`config.mk`:
```
export PLATFORM = sky130hd
export DESIGN_NAME = ddr_cmd_arbiter
export DESIGN_NICKNAME = d
export VERILOG_FILES = /design/src/rtl/ddr_cmd_arbiter.sv
export SDC_FILE = /design/constraint.sdc
export NUM_CORES = 1
export LEC_CHECK = 0
export ABC_AREA = 1
export BUFFER_PORTS_ARGS = -buffer_cell sky130_fd_sc_hd__buf_2
export CELL_PAD_IN_SITES_DETAIL_PLACEMENT = 1
export CELL_PAD_IN_SITES_GLOBAL_PLACEMENT = 2
export CORE_MARGIN = 5
export CORE_UTILIZATION = 30
export CTS_BUF_LIST = sky130_fd_sc_hd__clkbuf_2 sky130_fd_sc_hd__clkbuf_4 sky130_fd_sc_hd__clkbuf_8
export CTS_CLUSTER_SIZE = 25
export DETAILED_ROUTE_END_ITERATION = 8
export PLACE_DENSITY_LB_ADDON = 0.1
export SETUP_SLACK_MARGIN = 0.3
export SLEW_MARGIN = 0
export SYNTH_ARGS = -nofsm -noshare
export SYNTH_HDL_FRONTEND = slang
export SYNTH_SLANG_ARGS = --single-unit
export TNS_END_PERCENT = 5
```
`constraint.sdc`:
```
create_clock -name clock_t -period 2.3 [get_ports clock_t]
set_input_delay 0.115 -clock clock_t [delete_from_list [all_inputs] [get_ports clock_t]]
set_output_delay 0.115 -clock clock_t [all_outputs]
set_load 0.01 [all_outputs]
```
`src/rtl/ddr_cmd_arbiter.sv`:
```
// DDR4 command-bus arbiter: one command per cycle, fixed priority REF > CAS > PRE > ACT,
// enforcing tRRD, tFAW, tCCD and tRFC. Define DDR_ARB_AGE_EN to promote long-waiting ACTs.
module ddr_cmd_arbiter #(
    parameter int ADDR_W    = 21,
    parameter int T_RRD     = 4,
    parameter int T_FAW     = 20,
    parameter int T_CCD     = 4,
    parameter int T_RFC     = 160,
    parameter int AGE_LIMIT = 16
) (
    input  logic              clock_t,
    input  logic              reset,
    input  logic              act_req,
    input  logic [ADDR_W-1:0] act_addr,
    input  logic              cas_req,
    input  logic              cas_rw,
    input  logic [ADDR_W-1:0] cas_addr,
    input  logic              pre_req,
    input  logic [ADDR_W-1:0] pre_addr,
    input  logic              ref_req,
    output logic              act_gnt,
    output logic              cas_gnt,
    output logic              pre_gnt,
    output logic              ref_gnt,
    output logic              cmd_valid,
    output logic [2:0]        cmd_code,
    output logic [ADDR_W-1:0] cmd_addr,
    output logic              arb_busy
);
    localparam logic [2:0] CMD_NOP = 3'd0;
    localparam logic [2:0] CMD_ACT = 3'd1;
    localparam logic [2:0] CMD_RD  = 3'd2;
    localparam logic [2:0] CMD_WR  = 3'd3;
    localparam logic [2:0] CMD_PRE = 3'd4;
    localparam logic [2:0] CMD_REF = 3'd5;

    localparam int RRD_W = (T_RRD > 1) ? $clog2(T_RRD) : 1;
    localparam int FAW_W = (T_FAW > 1) ? $clog2(T_FAW) : 1;
    localparam int CCD_W = (T_CCD > 1) ? $clog2(T_CCD) : 1;
    localparam int RFC_W = (T_RFC > 1) ? $clog2(T_RFC) : 1;

    typedef enum logic { ARB_RUN = 1'b0, ARB_REFRESH = 1'b1 } arb_state_t;
    typedef enum logic [2:0] { SEL_NONE, SEL_ACT, SEL_CAS, SEL_PRE, SEL_REF } sel_t;

    arb_state_t        state_q, state_d;
    sel_t              sel;
    logic [RRD_W-1:0]  rrd_cnt_q, rrd_cnt_d;
    logic [CCD_W-1:0]  ccd_cnt_q, ccd_cnt_d;
    logic [RFC_W-1:0]  rfc_cnt_q, rfc_cnt_d;
    logic [FAW_W-1:0]  faw_cnt_q [4];
    logic [FAW_W-1:0]  faw_cnt_d [4];
    logic              faw_loaded;
    logic              act_gnt_q, act_gnt_d, cas_gnt_q, cas_gnt_d;
    logic              pre_gnt_q, pre_gnt_d, ref_gnt_q, ref_gnt_d;
    logic              cmd_valid_q, cmd_valid_d, arb_busy_q, arb_busy_d;
    logic [2:0]        cmd_code_q, cmd_code_d;
    logic [ADDR_W-1:0] cmd_addr_q, cmd_addr_d;
    logic              faw_full, act_elig, cas_elig, pre_elig, ref_elig, act_promote;

    // A source's request is ignored while its own grant is on the bus.
    assign faw_full = (faw_cnt_q[0] != '0) && (faw_cnt_q[1] != '0) &&
                      (faw_cnt_q[2] != '0) && (faw_cnt_q[3] != '0);
    assign act_elig = act_req && !act_gnt_q && (rrd_cnt_q == '0) && !faw_full;
    assign cas_elig = cas_req && !cas_gnt_q && (ccd_cnt_q == '0);
    assign pre_elig = pre_req && !pre_gnt_q;
    assign ref_elig = ref_req && !ref_gnt_q;

`ifdef DDR_ARB_AGE_EN
    logic [4:0] act_age_q, act_age_d;

    always_comb begin
        act_age_d = act_age_q;
        if (sel == SEL_ACT) begin
            act_age_d = 5'd0;
        end else if (state_q == ARB_RUN && act_elig && act_age_q != 5'd31) begin
            act_age_d = act_age_q + 5'd1;
        end
    end

    always_ff @(posedge clock_t) begin
        if (reset) act_age_q <= 5'd0;
        else       act_age_q <= act_age_d;
    end

    assign act_promote = (32'(act_age_q) >= AGE_LIMIT);
`else
    assign act_promote = 1'b0 && (AGE_LIMIT > 0);
`endif

    always_comb begin
        sel = SEL_NONE;
        if (state_q == ARB_RUN) begin
            if (ref_elig)                     sel = SEL_REF;
            else if (act_promote && act_elig) sel = SEL_ACT;
            else if (cas_elig)                sel = SEL_CAS;
            else if (pre_elig)                sel = SEL_PRE;
            else if (act_elig)                sel = SEL_ACT;
        end
    end

    // Counters load T-1 on their grant and count down to zero; zero means eligible.
    always_comb begin
        rrd_cnt_d  = (rrd_cnt_q != '0) ? rrd_cnt_q - 1'b1 : '0;
        ccd_cnt_d  = (ccd_cnt_q != '0) ? ccd_cnt_q - 1'b1 : '0;
        rfc_cnt_d  = (rfc_cnt_q != '0) ? rfc_cnt_q - 1'b1 : '0;
        faw_loaded = 1'b0;
        if (sel == SEL_ACT) rrd_cnt_d = RRD_W'(T_RRD - 1);
        if (sel == SEL_CAS) ccd_cnt_d = CCD_W'(T_CCD - 1);
        if (sel == SEL_REF) rfc_cnt_d = RFC_W'(T_RFC - 1);
        for (int i = 0; i < 4; i++) begin
            if (sel == SEL_ACT && !faw_loaded && faw_cnt_q[i] == '0) begin
                faw_cnt_d[i] = FAW_W'(T_FAW - 1);
                faw_loaded   = 1'b1;
            end else begin
                faw_cnt_d[i] = (faw_cnt_q[i] != '0) ? faw_cnt_q[i] - 1'b1 : '0;
            end
        end
    end

    always_comb begin
        state_d = state_q;
        case (state_q)
            ARB_RUN:     if (sel == SEL_REF) state_d = ARB_REFRESH;
            ARB_REFRESH: if (rfc_cnt_q <= RFC_W'(1)) state_d = ARB_RUN;
            default:     state_d = ARB_RUN;
        endcase
    end

    always_comb begin
        act_gnt_d   = 1'b0;
        cas_gnt_d   = 1'b0;
        pre_gnt_d   = 1'b0;
        ref_gnt_d   = 1'b0;
        cmd_valid_d = (sel != SEL_NONE);
        cmd_code_d  = CMD_NOP;
        cmd_addr_d  = '0;
        arb_busy_d  = (state_q == ARB_REFRESH);
        case (sel)
            SEL_ACT: begin act_gnt_d = 1'b1; cmd_code_d = CMD_ACT; cmd_addr_d = act_addr; end
            SEL_CAS: begin
                cas_gnt_d  = 1'b1;
                cmd_code_d = cas_rw ? CMD_RD : CMD_WR;
                cmd_addr_d = cas_addr;
            end
            SEL_PRE: begin pre_gnt_d = 1'b1; cmd_code_d = CMD_PRE; cmd_addr_d = pre_addr; end
            SEL_REF: begin ref_gnt_d = 1'b1; cmd_code_d = CMD_REF; end
            default: ;
        endcase
    end

    always_ff @(posedge clock_t) begin
        if (reset) begin
            state_q     <= ARB_RUN;
            rrd_cnt_q   <= '0;
            ccd_cnt_q   <= '0;
            rfc_cnt_q   <= '0;
            for (int i = 0; i < 4; i++) faw_cnt_q[i] <= '0;
            act_gnt_q   <= 1'b0;
            cas_gnt_q   <= 1'b0;
            pre_gnt_q   <= 1'b0;
            ref_gnt_q   <= 1'b0;
            cmd_valid_q <= 1'b0;
            cmd_code_q  <= CMD_NOP;
            cmd_addr_q  <= '0;
            arb_busy_q  <= 1'b0;
        end else begin
            state_q     <= state_d;
            rrd_cnt_q   <= rrd_cnt_d;
            ccd_cnt_q   <= ccd_cnt_d;
            rfc_cnt_q   <= rfc_cnt_d;
            for (int i = 0; i < 4; i++) faw_cnt_q[i] <= faw_cnt_d[i];
            act_gnt_q   <= act_gnt_d;
            cas_gnt_q   <= cas_gnt_d;
            pre_gnt_q   <= pre_gnt_d;
            ref_gnt_q   <= ref_gnt_d;
            cmd_valid_q <= cmd_valid_d;
            cmd_code_q  <= cmd_code_d;
            cmd_addr_q  <= cmd_addr_d;
            arb_busy_q  <= arb_busy_d;
        end
    end

    assign act_gnt   = act_gnt_q;
    assign cas_gnt   = cas_gnt_q;
    assign pre_gnt   = pre_gnt_q;
    assign ref_gnt   = ref_gnt_q;
    assign cmd_valid = cmd_valid_q;
    assign cmd_code  = cmd_code_q;
    assign cmd_addr  = cmd_addr_q;
    assign arb_busy  = arb_busy_q;

endmodule

```
## Word level (Yosys, flattened, before mapping)

Memories as Yosys holds them, arrays and structs flattened.
Index checks and enable logic that the tools add are counted.

- Input port bits: 70
- Bits in writable memories: 20
- Bits in registers: 43
- Logic and storage cells: 110
- Memories kept: 1

Memories:

| name | depth | width | rd ports | clocked after memory_dff | write ports | RTL line | RTL |
|---|---|---|---|---|---|---|---|
| faw_cnt_q | 4 | 5 | 4 | 0 | 4 | 50 | `logic [FAW_W-1:0] faw_cnt_q [4];` |

- Eq/ne operators: 4
- Reduce and logical (&&, ||, !) cells: 40
- Order comparisons: 1
- Bitwise gates (word level): 6
- Mux-type cells: 38
- Add/subtract/negate cells: 7

Operators by type and width:

| cell | number |
|---|---|
| 21-bit one-hot mux with 3 select lines | 1 |
| 5-bit 2-to-1 mux | 12 |
| 5-bit zero test | 4 |
| 5-bit nonzero test | 4 |
| 5-bit by 1-bit subtractor with 5-bit output, second input constant | 4 |
| 1-bit logical AND | 17 |
| 8-bit 2-to-1 mux | 2 |
| 1-bit 2-to-1 mux | 13 |
| 2-bit 2-to-1 mux | 6 |
| 3-bit one-hot mux with 4 select lines | 1 |
| 8-bit by 1-bit <= comparator with 1-bit output, second input constant | 1 |
| 1-bit zero test | 8 |
| 8-bit nonzero test | 1 |
| 8-bit by 1-bit subtractor with 8-bit output, second input constant | 1 |
| 3-bit by 2-bit == test with 1-bit output, second input constant | 2 |
| 3-bit 2-to-1 mux | 2 |
| 2-bit zero test | 2 |
| 1-bit bitwise OR | 4 |
| 2-bit nonzero test | 2 |
| 2-bit by 1-bit subtractor with 2-bit output, second input constant | 2 |
| 3-bit by 1-bit == test with 1-bit output, second input constant | 1 |
| 3-bit == test, second input constant | 1 |
| 3-bit nonzero test | 1 |
| 3-bit OR reduction | 1 |
| other kinds (2) | 3 |

## Depth between registers and ports, before layout

An unclocked memory read counts as a cell.

- Word-level depth: 28
- Gate-level depth with buffers: 11

## Worst setup path before layout

No wires, ideal clock.

- Path kind: register to register
- Start: memory faw_cnt_q[1][0] (netlist name)
- End: memory faw_cnt_q[3][4] (netlist name)
- Clock period less this slack: 1.411 ns
- Data arrival time: 1.279 ns
- Cell stages (with the launch flop): 12
- Slack: 0.889 ns
- Library setup time: 0.132 ns
- Required time: 2.168 ns
- Path through: dfxtp_1 -> inv_1 -> ha_1 -> inv_1 -> nor2_1 -> nand2_1 -> nand4_2 -> nand3_2 -> inv_2 -> buf_6 -> nand2_1 -> a21oi_1

RTL lines:

| item | RTL line |
|---|---|
| from (decl) | 50 |

==> impl_metrics.json <==
{
  "status": "completed",
  "sequentialPowerShare": 0.367,
  "fmax_mhz": 577,
  "p_sw_w": 0.00154,
  "drcViolationCount": 0,
  "numCtsBuffers": 9,
  "start_util": 0.305,
  "required_ns": 2.57,
  "postCtsSetupBuffers": 0,
  "portBuffers": 99,
  "hold_viol": 0,
  "cp-end-kind": "flop",
  "cts_tree": "done",
  "seq_area_frac_synth": 0.455,
  "grt_max_degree": 27,
  "clkTransAtPathRegs_ns": 0.07,
  "vias": 2700,
  "insertion_delay_ns": 0.34,
  "clockPowerShare": 0.259,
  "ir_worst_vdd_v": 0.000291,
  "cts.sinks": 63,
  "place.gp.congestion": 0.757,
  "p_per_area_nw_per_um2": 1140,
  "ys_types": 29,
  "postLayoutCellArea_um2": 3620,
  "finalSetupViolCount": 0,
  "synth_cells": 364,
  "rsz0062_at_grt": "false",
  "crit_arrival_ns": 2.00,
  "setup_ws_ns": 0.568,
  "critPathLaunchType": "flop",
  "worstSetupPathType": "flop to flop",
  "ys_seq_elements": 63,
  "period_share": 0.753,
  "p_sw_frac": 0.372,
  "fin_cells": 585,
  "drt-total-wl_um": 8140,
  "setup_tns_ns": 0,
  "cts.path.max_buffers": 2,
  "nFillCells": 1177,
  "syn_area_um2": 2770,
  "maxSlewViolCount": 0,
  "syn_area_per_cell_um2": 7.62,
  "wl_per_cell_um": 13.9,
  "clock_skew_ns": 0.0101,
  "drive_gt1_frac": 0.276,
  "drt_iter0_drc": 76,
  "pwr-share-comb": 0.374,
  "grtUsageTotal": 0.146,
  "rows": 35,
  "cts_hold_buf": 1,
  "grt_pass1_wl_um": 13200,
  "first_pass_iters": 4,
  "fin_crit_ns": 1.73,
  "placed_area_um2": 3390,
  "tightest_slew_ns": 0.495,
  "intPower_w": 0.00260,
  "seqCellArea_um2": 1260,
  "die_area_um2": 11300,
  "yosys_warnings": 0,
  "vias_per_cell": 4.62,
  "ioPinCount": 100,
  "die_h_um": 106,
  "overflow": 0,
  "hp-class": "input port to flop",
  "p_leak_nw": 1.84,
  "area_growth_syn_to_layout_pct": 30.4,
  "ant_nets": 0,
  "dp_hpwl_um": 6300,
  "multi_input_area_um2": 1260,
  "antenna-diode-count": 0,
  "drv_cap": 0,
  "worstPathMaxFanout": 13,
  "core_area_um2": 9110,
  "num-nets-final": 550,
  "placed_cells": 568,
  "htreeDepth": 3,
  "ctsResizeCount": 0,
  "maxSlewHeadroom": 0.667,
  "grt_pass1_vias": 2818,
  "antenna_found_initial": 0,
  "synth_nets": 445,
  "chipWidth_um": 106,
  "root_buffer": "clkbuf_8",
  "pre_cts_ws_ns": 0.570
}
cell families (layout without fill, tap and decap cells):
group,after synthesis,after routing,synth area share
DFF,63,63,0.455
xor gates and xnor gates,11,11,0.0347
and+or+nand+nor,163,163,0.260
adders and majority gates,11,11,0.0496
AOI/OAI and AO/OA,54,54,0.111
buffers and inverters,62,172,0.0898
routing by layer:
metal | vias up | routed length (um) | track usage
met5 | - | 0 | 0
met3 | 9 | 529 | 0.0389
met1 | 1249 | 3610 | 0.175
met2 | 72 | 3910 | 0.249
li1 | 1370 | - | -
met4 | 0 | 84 | 0.0555
synthesized netlist by cell type (all sizes together):
| master | n | share of area |
|---|---|---|
| clkinv | 1 | 0.0014 |
| a21oi | 24 | 0.047 |
| nand3 | 21 | 0.040 |
| inv | 49 | 0.066 |
| clkbuf | 3 | 0.0041 |
| or2 | 2 | 0.0045 |
| nand3b | 2 | 0.0054 |
| dfxtp | 63 | 0.45 |
| xor2 | 2 | 0.0063 |
| o21ai | 19 | 0.034 |
| ha | 11 | 0.050 |
| buf | 9 | 0.018 |
| nand4 | 13 | 0.032 |
| a31oi | 1 | 0.0023 |
| xnor2 | 9 | 0.028 |
| nor2 | 36 | 0.053 |
| a22oi | 10 | 0.027 |
| nand2 | 85 | 0.12 |
| nor3 | 1 | 0.0018 |
| nor3b | 3 | 0.0081 |
per-stage QoR:
| stage | utilization | power [W] | hold WS [ns] |
|---|---|---|---|
| after floorplan | - | 0.00266 | 0.258 |
| after global placement | 0.372 | 0.00310 | 0.372 |
| after detailed placement | 0.372 | 0.00312 | 0.370 |
| after CTS | 0.397 | 0.00422 | 0.00818 |
| after global routing | 0.397 | 0.00450 | 0.0174 |
| final | 0.397 | 0.00414 | 0.0252 |
registers in the layout, indices dropped and copies added (netlist names):
register and cells:
arb_busy_d 1, act_gnt 1, faw_cnt_q 20, cmd_addr 21, arb_busy 1, rfc_cnt_q 8, cmd_valid 1, cmd_code 3
pre_gnt 1, rrd_cnt_q 2, ref_gnt 1, cas_gnt 1, ccd_cnt_q 2
cell usage in the layout, fill, tap and decap left out:
| cell | Yosys | routed |
|---|---|---|
| a21oi_1 | 23 | 23 |
| a21oi_4 | 1 | 1 |
| a22oi_1 | 10 | 10 |
| a31oi_1 | 1 | 1 |
| buf_2 | 7 | 99 |
| buf_4 | 0 | 6 |
| bufinv_16 | 0 | 2 |
| clkbuf_4 | 0 | 1 |
| clkbuf_8 | 0 | 9 |
| clkinv_1 | 1 | 1 |
| clkinv_2 | 0 | 2 |
| clkinvlp_4 | 0 | 2 |
| dfxtp_1 | 63 | 63 |
| dlygate4sd3_1 | 0 | 1 |
| ha_1 | 11 | 11 |
| inv_1 | 48 | 48 |
| inv_2 | 1 | 1 |
| nand2_1 | 84 | 84 |
| nand2_2 | 1 | 1 |
| nand3_1 | 20 | 20 |
| nand3_2 | 1 | 1 |
| nand3b_1 | 2 | 2 |
| nand4_1 | 12 | 12 |
| nand4_2 | 1 | 1 |
| nor2_1 | 33 | 33 |
| nor2_2 | 2 | 2 |
| nor2_4 | 1 | 1 |
| nor3_1 | 1 | 1 |
| nor3b_1 | 3 | 3 |
| o21ai_0 | 19 | 19 |
| or2_2 | 2 | 2 |
| xnor2_1 | 9 | 9 |
| xor2_1 | 2 | 2 |
worst max-delay path: stages (launching register included):
cell and delay [ns]:
dfxtp_1 0.33, inv_1 0.07, a21oi_4 0.15, nand2_2 0.11
nor2_4 0.29, nand3_2 0.16, inv_2 0.25, nand2_1 0.15
a21oi_1 0.15
power groups by stage:
stage | Combinational, W | Clock, W | Sequential, W
finish | 0.00155 | 0.00107 | 0.00152
global route | 0.00179 | 0.00115 | 0.00156
CTS | 0.00159 | 0.00110 | 0.00153
detailed placement | 0.00157 | 0 | 0.00155
global placement | 0.00155 | 0 | 0.00154
floorplan | 0.00112 | 0 | 0.00154
layout make-up:
type                            instances  area share
Clock buffer                           10      0.0363
Clock inverter                          6      0.0235
Inverter                               50      0.0519
Multi-Input combinational cell        239       0.349
Sequential cell                        63       0.349
Tap cell                              111      0.0384
Timing Repair Buffer                  106       0.152
final timing paths:
kind	to	slack (ns)	cells past startpoint	start
worst min register to register	faw_cnt_q[2][0]	0.45	1	faw_cnt_q[2][0]
worst min-delay path	cmd_addr[1]	0.03	3	act_addr[1]
worst max register to register	faw_cnt_q[0][0]	0.57	8	ref_gnt
worst max-delay path	faw_cnt_q[0][0]	0.57	8	ref_gnt
(Power assumes the default switching activity.)
